$ cat config.mk
export PLATFORM = sky130hd
export DESIGN_NAME = cache_req_arbiter_flat
export DESIGN_NICKNAME = d
export VERILOG_FILES = /design/src/rtl/cache_req_arbiter_if.sv /design/src/rtl/cache_req_arbiter.sv /design/src/flat_wrapper.sv
export SDC_FILE = /design/constraint.sdc
export NUM_CORES = 1
export LEC_CHECK = 0
export ABC_AREA = 0
export BUFFER_PORTS_ARGS = -buffer_cell sky130_fd_sc_hd__buf_4
export CAP_MARGIN = 30
export CORE_ASPECT_RATIO = 0.8
export CORE_MARGIN = 5
export CORE_UTILIZATION = 30
export CTS_BUF_LIST = sky130_fd_sc_hd__clkbuf_4
export CTS_CLUSTER_DIAMETER = 50
export CTS_CLUSTER_SIZE = 20
export DETAILED_ROUTE_END_ITERATION = 7
export PLACE_DENSITY = 0.63
export SLEW_MARGIN = 25
export SYNTH_ARGS = -nofsm -noshare
export SYNTH_HDL_FRONTEND = slang
export SYNTH_SLANG_ARGS = --single-unit
$ cat constraint.sdc
create_clock -name clk -period 2.11 [get_ports clk]
set_input_delay 0.422 -clock clk [delete_from_list [all_inputs] [get_ports clk]]
set_output_delay 0.422 -clock clk [all_outputs]
set_load 0.01 [all_outputs]
$ cat src/rtl/cache_req_arbiter_if.sv
// Bundles the requester-side and cache-side buses of the cache request arbiter.
// "master" is the arbiter's view: it masters the cache port and answers the requesters.
// "slave" is the environment's view: requesters plus the cache controller.
interface cache_req_arbiter_if #(
  parameter int NREQ = 4,
  parameter int AW   = 7,
  parameter int DW   = 8
);
  // requester side
  logic [NREQ-1:0]    req;
  logic [NREQ-1:0]    req_we;
  logic [NREQ*AW-1:0] req_addr;
  logic [NREQ*DW-1:0] req_wdata;
  logic [NREQ-1:0]    gnt;
  logic [NREQ-1:0]    done;
  logic [DW-1:0]      rsp_rdata;
  logic               rsp_hit;
  logic               rsp_err;
  logic               busy;

  // cache controller side
  logic               c_valid;
  logic               c_we;
  logic [AW-1:0]      c_addr;
  logic [DW-1:0]      c_wdata;
  logic               c_ready;
  logic               c_rvalid;
  logic [DW-1:0]      c_rdata;
  logic               c_hit;

  modport master (
    input  req, req_we, req_addr, req_wdata,
    input  c_ready, c_rvalid, c_rdata, c_hit,
    output gnt, done, rsp_rdata, rsp_hit, rsp_err, busy,
    output c_valid, c_we, c_addr, c_wdata
  );

  modport slave (
    output req, req_we, req_addr, req_wdata,
    output c_ready, c_rvalid, c_rdata, c_hit,
    input  gnt, done, rsp_rdata, rsp_hit, rsp_err, busy,
    input  c_valid, c_we, c_addr, c_wdata
  );
endinterface

$ cat src/rtl/cache_req_arbiter.sv
// Round-robin arbiter/sequencer sharing one cache controller port among NREQ
// requesters. One transaction in flight at a time: IDLE picks an owner,
// ISSUE handshakes the request, WAIT collects the response, RESP returns it.
// A saturating counter aborts a transaction that stalls in ISSUE/WAIT.
module cache_req_arbiter #(
  parameter int NREQ    = 4,
  parameter int AW      = 7,
  parameter int DW      = 8,
  parameter int TIMEOUT = 15
) (
  input  logic                clk,
  input  logic                rst_n,
  cache_req_arbiter_if.master bus
);

  localparam int              IW       = $clog2(NREQ);
  localparam int              CW       = $clog2(TIMEOUT + 1);
  localparam logic [CW-1:0]   CNT_MAX  = CW'(TIMEOUT);
  localparam logic [IW:0]     NREQ_W   = (IW+1)'(NREQ);
  localparam logic [IW-1:0]   LAST_RST = IW'(NREQ - 1);
  localparam logic [NREQ-1:0] ONE      = NREQ'(1);

  typedef enum logic [1:0] {
    S_IDLE,
    S_ISSUE,
    S_WAIT,
    S_RESP
  } state_t;

  state_t          state_reg;
  logic [IW-1:0]   owner_reg;
  logic [IW-1:0]   last_reg;
  logic [CW-1:0]   cnt_reg;
  logic [NREQ-1:0] gnt_reg;
  logic [NREQ-1:0] done_reg;
  logic [DW-1:0]   rsp_rdata_reg;
  logic            rsp_hit_reg;
  logic            rsp_err_reg;
  logic            busy_reg;
  logic            c_valid_reg;
  logic            c_we_reg;
  logic [AW-1:0]   c_addr_reg;
  logic [DW-1:0]   c_wdata_reg;

  // per-requester views of the packed address/data buses
  logic [AW-1:0]   addr_arr  [NREQ];
  logic [DW-1:0]   wdata_arr [NREQ];

  for (genvar gi = 0; gi < NREQ; gi++) begin : g_unpack
    assign addr_arr[gi]  = bus.req_addr[gi*AW +: AW];
    assign wdata_arr[gi] = bus.req_wdata[gi*DW +: DW];
  end

  // round-robin pick: scan from last+1 upward, wrapping, first set req wins
  logic            pick_found;
  logic [IW-1:0]   pick_idx;
  logic [IW:0]     cand;

  always_comb begin
    pick_found = 1'b0;
    pick_idx   = '0;
    cand       = '0;
    for (int k = 1; k <= NREQ; k++) begin
      // last+k never exceeds 2*NREQ-1, so a single conditional subtract wraps it
      cand = {1'b0, last_reg} + (IW+1)'(k);
      if (cand >= NREQ_W) begin
        cand = cand - NREQ_W;
      end
      if (!pick_found && bus.req[cand[IW-1:0]]) begin
        pick_found = 1'b1;
        pick_idx   = cand[IW-1:0];
      end
    end
  end

  // timeout counter helpers: saturate at TIMEOUT so a late cycle cannot wrap
  logic          timeout_hit;
  logic [CW-1:0] cnt_inc;

  assign timeout_hit = (cnt_reg == CNT_MAX);
  assign cnt_inc     = timeout_hit ? cnt_reg : cnt_reg + 1'b1;

  // transaction sequencer with all outputs registered
  always_ff @(posedge clk or negedge rst_n) begin
    if (!rst_n) begin
      state_reg     <= S_IDLE;
      owner_reg     <= '0;
      last_reg      <= LAST_RST;
      cnt_reg       <= '0;
      gnt_reg       <= '0;
      done_reg      <= '0;
      rsp_rdata_reg <= '0;
      rsp_hit_reg   <= 1'b0;
      rsp_err_reg   <= 1'b0;
      busy_reg      <= 1'b0;
      c_valid_reg   <= 1'b0;
      c_we_reg      <= 1'b0;
      c_addr_reg    <= '0;
      c_wdata_reg   <= '0;
    end else begin
      // gnt and done are single-cycle pulses
      gnt_reg  <= '0;
      done_reg <= '0;
      case (state_reg)
        S_IDLE: begin
          if (pick_found) begin
            owner_reg   <= pick_idx;
            last_reg    <= pick_idx;
            c_we_reg    <= bus.req_we[pick_idx];
            c_addr_reg  <= addr_arr[pick_idx];
            c_wdata_reg <= wdata_arr[pick_idx];
            gnt_reg     <= ONE << pick_idx;
            cnt_reg     <= '0;
            c_valid_reg <= 1'b1;
            busy_reg    <= 1'b1;
            state_reg   <= S_ISSUE;
          end
        end
        S_ISSUE: begin
          cnt_reg <= cnt_inc;
          // an accepted handshake wins over a coincident timeout: the cache owns it now
          if (bus.c_ready) begin
            c_valid_reg <= 1'b0;
            state_reg   <= S_WAIT;
          end else if (timeout_hit) begin
            c_valid_reg   <= 1'b0;
            rsp_rdata_reg <= '0;
            rsp_hit_reg   <= 1'b0;
            rsp_err_reg   <= 1'b1;
            done_reg      <= ONE << owner_reg;
            state_reg     <= S_RESP;
          end
        end
        S_WAIT: begin
          cnt_reg <= cnt_inc;
          // a response arriving on the timeout cycle is still honoured
          if (bus.c_rvalid) begin
            rsp_rdata_reg <= bus.c_rdata;
            rsp_hit_reg   <= bus.c_hit;
            rsp_err_reg   <= 1'b0;
            done_reg      <= ONE << owner_reg;
            state_reg     <= S_RESP;
          end else if (timeout_hit) begin
            rsp_rdata_reg <= '0;
            rsp_hit_reg   <= 1'b0;
            rsp_err_reg   <= 1'b1;
            done_reg      <= ONE << owner_reg;
            state_reg     <= S_RESP;
          end
        end
        S_RESP: begin
          busy_reg  <= 1'b0;
          state_reg <= S_IDLE;
        end
        default: begin
          busy_reg    <= 1'b0;
          c_valid_reg <= 1'b0;
          state_reg   <= S_IDLE;
        end
      endcase
    end
  end

  assign bus.gnt       = gnt_reg;
  assign bus.done      = done_reg;
  assign bus.rsp_rdata = rsp_rdata_reg;
  assign bus.rsp_hit   = rsp_hit_reg;
  assign bus.rsp_err   = rsp_err_reg;
  assign bus.busy      = busy_reg;
  assign bus.c_valid   = c_valid_reg;
  assign bus.c_we      = c_we_reg;
  assign bus.c_addr    = c_addr_reg;
  assign bus.c_wdata   = c_wdata_reg;

endmodule

$ cat src/flat_wrapper.sv
// flat-port wrapper written by rule: the top's interface ports become plain ports
module cache_req_arbiter_flat 
#(
  parameter int NREQ    = 4,
  parameter int AW      = 7,
  parameter int DW      = 8,
  parameter int TIMEOUT = 15
)
  (clk, rst_n, bus_req, bus_req_we, bus_req_addr, bus_req_wdata, bus_c_ready, bus_c_rvalid, bus_c_rdata, bus_c_hit, bus_gnt, bus_done, bus_rsp_rdata, bus_rsp_hit, bus_rsp_err, bus_busy, bus_c_valid, bus_c_we, bus_c_addr, bus_c_wdata);
  cache_req_arbiter_if #(.NREQ(NREQ), .AW(AW), .DW(DW)) bus_i ();
  input  logic clk;
  input  logic rst_n;
  input wire logic [$bits(bus_i.req)-1:0] bus_req;
  input wire logic [$bits(bus_i.req_we)-1:0] bus_req_we;
  input wire logic [$bits(bus_i.req_addr)-1:0] bus_req_addr;
  input wire logic [$bits(bus_i.req_wdata)-1:0] bus_req_wdata;
  input wire logic [$bits(bus_i.c_ready)-1:0] bus_c_ready;
  input wire logic [$bits(bus_i.c_rvalid)-1:0] bus_c_rvalid;
  input wire logic [$bits(bus_i.c_rdata)-1:0] bus_c_rdata;
  input wire logic [$bits(bus_i.c_hit)-1:0] bus_c_hit;
  output wire logic [$bits(bus_i.gnt)-1:0] bus_gnt;
  output wire logic [$bits(bus_i.done)-1:0] bus_done;
  output wire logic [$bits(bus_i.rsp_rdata)-1:0] bus_rsp_rdata;
  output wire logic [$bits(bus_i.rsp_hit)-1:0] bus_rsp_hit;
  output wire logic [$bits(bus_i.rsp_err)-1:0] bus_rsp_err;
  output wire logic [$bits(bus_i.busy)-1:0] bus_busy;
  output wire logic [$bits(bus_i.c_valid)-1:0] bus_c_valid;
  output wire logic [$bits(bus_i.c_we)-1:0] bus_c_we;
  output wire logic [$bits(bus_i.c_addr)-1:0] bus_c_addr;
  output wire logic [$bits(bus_i.c_wdata)-1:0] bus_c_wdata;
  assign bus_i.req = bus_req;
  assign bus_i.req_we = bus_req_we;
  assign bus_i.req_addr = bus_req_addr;
  assign bus_i.req_wdata = bus_req_wdata;
  assign bus_i.c_ready = bus_c_ready;
  assign bus_i.c_rvalid = bus_c_rvalid;
  assign bus_i.c_rdata = bus_c_rdata;
  assign bus_i.c_hit = bus_c_hit;
  assign bus_gnt = bus_i.gnt;
  assign bus_done = bus_i.done;
  assign bus_rsp_rdata = bus_i.rsp_rdata;
  assign bus_rsp_hit = bus_i.rsp_hit;
  assign bus_rsp_err = bus_i.rsp_err;
  assign bus_busy = bus_i.busy;
  assign bus_c_valid = bus_i.c_valid;
  assign bus_c_we = bus_i.c_we;
  assign bus_c_addr = bus_i.c_addr;
  assign bus_c_wdata = bus_i.c_wdata;
  cache_req_arbiter #(.NREQ(NREQ), .AW(AW), .DW(DW), .TIMEOUT(TIMEOUT)) u_core (.clk(clk), .rst_n(rst_n), .bus(bus_i));
endmodule
Word-level counts from Yosys, hierarchy flattened --
Cells that the tools add are included.
Storage, ports and cells: bits in registers 46, input port bits 81, word-level logic and storage cells 120
Cells by class: add/subtract/negate cells 9, $lt $le $gt $ge 10, equality and inequality tests 8, shift operators 2, mux-type cells 59, bitwise operators 1, reductions and logical operators 17
Operator list (number):
- $mux 8 | 5
- $mux 4 | 7
- $mux 2 | 12
- $mux 1 | 18
- $bmux 8 s2 | 1
- $pmux 4 s2 | 2
- $pmux 8 s2 | 1
- $ge 3x3->1 const B | 5
- $lt 2x3->1 const B | 5
- $bmux 7 s2 | 1
- $mux 7 | 2
- $bmux 1 s2 | 5
- $pmux 1 s2 | 4
- $pmux 2 s4 | 1
- $reduce_bool 2->1 | 4
- $shl 1x2->4 const A | 2
- $sub 2x1->2 const B | 4
- $add 2x2->3 const B | 2
- $reduce_and 2->1 | 3
- $reduce_and 3->1 | 2
- $add 4x1->4 const B | 1
- $eq 2x2->1 const B | 2
- $eq 4x4->1 const B | 1
- $ne 2x2->1 const B | 2
- other kinds (10) | 14

Longest topological paths before layout --
word-level depth 19, depth in mapped cells 8, mapped depth without buffers 7

Worst setup path after synthesis --
OpenSTA, ideal clock, no wires.
kind reg-to-reg, from register u_core.last_reg[1], to register u_core.c_wdata_reg[3], in the netlist u_core.bus.c_wdata[3], arrival time 1752 ps, required time 1968 ps, path slack 215 ps, stages on the path, launching flop included 8, clock period less this slack 1895 ps, path through dfstp_2 > mux2_4 > a32oi_1 > o21a_1 > buf_6 > buf_8 > mux2i_1 > o221ai_1
On the way: cells in the longest elaborated chain, start to end 19, elaborated cells on any way between the ends 43, classes of those cells 8 x add/sub; 4 x order compare; 23 x mux; 1 x bitwise; 7 x reduce/logical
Ends and longest elaborated chain:
- from (decl) | RTL line cache_req_arbiter.sv:32 | logic [IW-1:0] last_reg;
- from (signal assigned) | RTL line cache_req_arbiter.sv:108 | last_reg <= pick_idx;
- $add 2x1->3 | RTL line cache_req_arbiter.sv:65 | cand = {1'b0, last_reg} + (IW+1)'(k);
- $ge 3x3->1 / $sub 2x1->2 (equally long branches) | RTL line cache_req_arbiter.sv:66, cache_req_arbiter.sv:67
- $mux 2 | RTL line cache_req_arbiter.sv:66 | if (cand >= NREQ_W) begin
- $bmux 1 s2 | RTL line cache_req_arbiter.sv:69 | if (!pick_found && bus.req[cand[IW-1:0]]) begin
- $mux 1 (not written as such) | RTL line cache_req_arbiter.sv:69
- $mux 1 | RTL line cache_req_arbiter.sv:69
- $logic_not 1->1 | RTL line cache_req_arbiter.sv:69
- $logic_and 1x1->1 | RTL line cache_req_arbiter.sv:69
- (+2 left out)
- $logic_and 1x1->1 | RTL line cache_req_arbiter.sv:69
- $mux 1 | RTL line cache_req_arbiter.sv:69
- $logic_not 1->1 | RTL line cache_req_arbiter.sv:69
- $logic_and 1x1->1 | RTL line cache_req_arbiter.sv:69
- $mux 2 | RTL line cache_req_arbiter.sv:69
- $not 2->3 (not written as such) | RTL line cache_req_arbiter.sv:111 | c_wdata_reg <= wdata_arr[pick_idx];
- $bmux 8 s2 | RTL line cache_req_arbiter.sv:111
- $mux 8 (not written as such) (2 in a row) | RTL line cache_req_arbiter.sv:111
- to (signal assigned) | RTL line cache_req_arbiter.sv:111
- to (decl) | RTL line cache_req_arbiter.sv:43 | logic [DW-1:0] c_wdata_reg;
Parallel ways exist; a longest one is shown, timed or not. The select of a mux whose other input is x is not followed. A chain may end at the register's enable or synchronous reset.

Worst setup path in the final report --
from register u_core.last_reg[1], to register u_core.c_we_reg, in the netlist u_core.bus.c_we
On the way: cells in the longest elaborated chain, start to end 17, elaborated cells on any way between the ends 41, classes of those cells 8 x add/sub; 4 x order compare; 22 x mux; 7 x reduce/logical
Ends and longest elaborated chain:
- $add 2x1->3 | RTL line cache_req_arbiter.sv:65
- $ge 3x3->1 / $sub 2x1->2 (equally long branches) | RTL line cache_req_arbiter.sv:66, cache_req_arbiter.sv:67
- $mux 2 | RTL line cache_req_arbiter.sv:66
- $bmux 1 s2 | RTL line cache_req_arbiter.sv:69
- $mux 1 (not written as such) | RTL line cache_req_arbiter.sv:69
- $mux 1 | RTL line cache_req_arbiter.sv:69
- $logic_not 1->1 | RTL line cache_req_arbiter.sv:69
- $logic_and 1x1->1 | RTL line cache_req_arbiter.sv:69
- $mux 1 | RTL line cache_req_arbiter.sv:69
- $logic_not 1->1 | RTL line cache_req_arbiter.sv:69
- $logic_and 1x1->1 | RTL line cache_req_arbiter.sv:69
- $mux 1 | RTL line cache_req_arbiter.sv:69
- $logic_not 1->1 | RTL line cache_req_arbiter.sv:69
- $logic_and 1x1->1 | RTL line cache_req_arbiter.sv:69
- $mux 2 | RTL line cache_req_arbiter.sv:69
- $bmux 1 s2 | RTL line cache_req_arbiter.sv:109 | c_we_reg <= bus.req_we[pick_idx];
- $mux 1 (not written as such) | RTL line cache_req_arbiter.sv:109
- to (signal assigned) | RTL line cache_req_arbiter.sv:109
- to (decl) | RTL line cache_req_arbiter.sv:41 | logic c_we_reg;
Parallel ways exist; a longest one is shown, timed or not. The select of a mux whose other input is x is not followed.

==> flow_summary.yaml <==
timing:
  clock_skew_ns: 0.0136
  final-hold-violation-count: 0
  period_minus_slack_ns: 1.99
  worst_slack_ns: 0.124
  slew-limit-headroom: 0.607
  finalSetupViolCount: 0
  drv_slew: 0
  post-route-period-util: 0.941
  setup_tns_ns: 0
  fmax_mhz: 504
  rsz0062_at_grt: "no"
  tightest_slew_ns: 0.589
die:
  design.die.area_um2: 9890
  fp-row-count: 29
  chipWidth_um: 110
  boundaryPins: 117
  die-height_um: 90.0
  start_util: 0.305
  design.core.area_um2: 7870
synth:
  syn_inst: 228
  ys.flop_type: "dfrtp_1"
  synth-edff-count: 0
  yosysMostFrequentCell: "dfrtp_1"
  yosysTopAreaCellShare: 0.459
  syn-num-nets: 314
  synth_cell_types: 40
  ys_ff_latch: 46
  ys_warn_count: 0
  synthTopCellsByArea: "dfrtp_1 46%, mux2i_1 17%, o221ai_1 5.8%"
  synth.largest_area_cell: "dfrtp_1"
  synth_area_um2: 2400
  netlist_top_cells_count: "44 x dfrtp_1, 40 x mux2i_1, 28 x nand2_1"
  syn_area_per_cell_um2: 10.5
  synth-seq-area-share: 0.481
  asyncSetResetFlopFracSynth: 1.00
worst_setup_path:
  crit_required_ns: 2.34
  crit_arrival_ns: 2.22
  cp_max_fo: 14
  crit_start: "u_core.last_reg[1]"
  crit_path_max_incr_delay_ns: 0.59
  timing.setup.critical_path_class: "reg -> reg"
  slowest_stage: "dfstp_2"
  cp-start-kind: "register"
  rr_startpoint: "u_core.last_reg[1]"
  crit_chain: "mux2_4 -> a32oi_2 -> o21a_4 -> clkbuf_16 -> mux2i_1 -> o221ai_1"
  endpoint_kind: "register"
place:
  gp_congestion: 0.787
  place_inst: 449
  dp_slack_ns: 0.0931
  hpwl_mm: 4.91
  io_buffer_count: 116
clocking:
  cts_max_level: 2
  cts_tree: "done"
  clk_latency_ns: 0.36
  clk_pin_slew_worst_paths_ns: 0.14
  root_buffer: "clkbuf_4"
  cts_max_path_buffers: 2
  numCtsBuffers: 5
  clock-sinks: 46
  cts_hold_buf: 0
final_layout:
  diodes: 0
  drive_gt1_frac: 0.411
  layout.nets: 438
  fin_util: 0.451
  fill_cells: 742
  area_growth_pct: 47.9
  layoutNonFillerInstCount: 461
global_routing:
  antenna_found_initial: 0
  grt_max_degree: 47
  overflow: 0
  grt_usage: 0.136
  grt_pass1_wl_mm: 11.0
  first_global_vias: 2290
routing:
  vias: 2164
  drt_iter0_drc: 91
  routed_wl_mm: 6.75
  antenna_left: 0
  post_drt_wl_per_cell_um: 14.6
  routed_via_density: 4.69
  route.detailed.drc: 0
  first_pass_iters: 4
power:
  powerDensity_nw_per_um2: 1190
  p_leak_uw: 0.00181
  vdd_ir_drop_max_mv: 0.525
job:
  maxCapViolations: 0
run_status:
  status: "finished clean"
hold_path:
  hold_class: "in -> async"
==> timing repair <==
| action | CTS | global route |
|---|---|---|
| gates resized for setup | 0 | 3 |
| hold endpoints to repair | 0 | 0 |
| setup endpoints to repair | 0 | 15 |
| buffers inserted | 0 | 2 |
==> cell type report <==
type / instances / area [um2] / area share
Clock inverter: 3 / 16.3 / 0.00458
Tap cell: 108 / 135 / 0.0381
Sequential cell: 46 / 1150 / 0.325
Inverter: 10 / 37.5 / 0.0106
Clock buffer: 5 / 37.5 / 0.0106
Multi-Input combinational cell: 160 / 1130 / 0.318
Timing Repair Buffer: 129 / 1040 / 0.293
==> per-layer routing <==
layer	wire length (um)	GRT usage	vias up	share of wire
li1	-	-	1064	-
met1	2950	0.182	1035	0.44
met2	3360	0.221	60	0.50
met3	389	0.0322	5	0.058
met4	42	0.0343	0	0.0062
met5	0	0	-	0
==> per-stage QoR <==
stage	hold slack (ns)	total power, uW	cell area (um2)
after global routing	0.100	4560	3550
after floorplan	0.126	2790	2400
final	0.0525	4210	3550
after detailed placement	0.475	3700	3410
after global placement	0.473	3660	3410
after CTS	0.0547	4130	3460
==> path summary, 6_finish.rpt <==
| check | slack, ns | cells after the start | end |
|---|---|---|---|
| max in group asynchronous | 1.66 | 1 | u_core.state_reg[1] |
| min in group clk | 0.29 | 2 | u_core.bus.rsp_hit |
| worst min-delay path | 0.05 | 1 | u_core.bus.c_wdata[0] |
| worst max-delay path | 0.12 | 6 | u_core.bus.c_we |
| worst max register to register | 0.12 | 6 | u_core.bus.c_we |
| worst min register to register | 0.51 | 2 | u_core.bus.c_wdata[4] |
==> cells by family (layout without fill, tap and decap cells) <==
kind of cell / Yosys count / after routing / share of synthesized area
AOI/OAI and AO/OA: 41 / 41 / 0.126
xor gates and xnor gates: 2 / 2 / 0.00730
adders and majority gates: 5 / 5 / 0.0261
buffers and inverters: 22 / 147 / 0.0574
DFF: 46 / 46 / 0.481
muxes: 41 / 41 / 0.173
and+or+nand+nor: 71 / 71 / 0.129
==> where the power goes <==
group | leakage [uW] | internal [uW] | switching (uW) | total, uW
clock | 0.0000286 | 124 | 286 | 411
combinational | 0.00120 | 1200 | 1130 | 2330
sequential | 0.000581 | 1250 | 228 | 1480
==> critical path, delay by kind of cell (launching register included) <==
family / cells / cell delay (ns)
flip-flops: 1 / 0.59
AO/OA/AOI/OAI: 3 / 0.55
multiplexers: 2 / 0.51
buffers and inverters: 1 / 0.20
==> layout by cell type (no fill, tap or decap), drive strengths merged, types with 2 or more instances in the layout <==
master	n
dfstp	2
dfrtp	44
inv	10
a22oi	2
nor2	28
clkinv	2
and2	2
a21oi	4
nor3	2
mux2i	40
o221ai	16
buf	127
o21ai	8
nand2	28
nor2b	2
ha	5
a31oi	2
clkbuf	7
nand3	3
nand2b	2
xor2	2
Power figures use the tool's default switching activity.
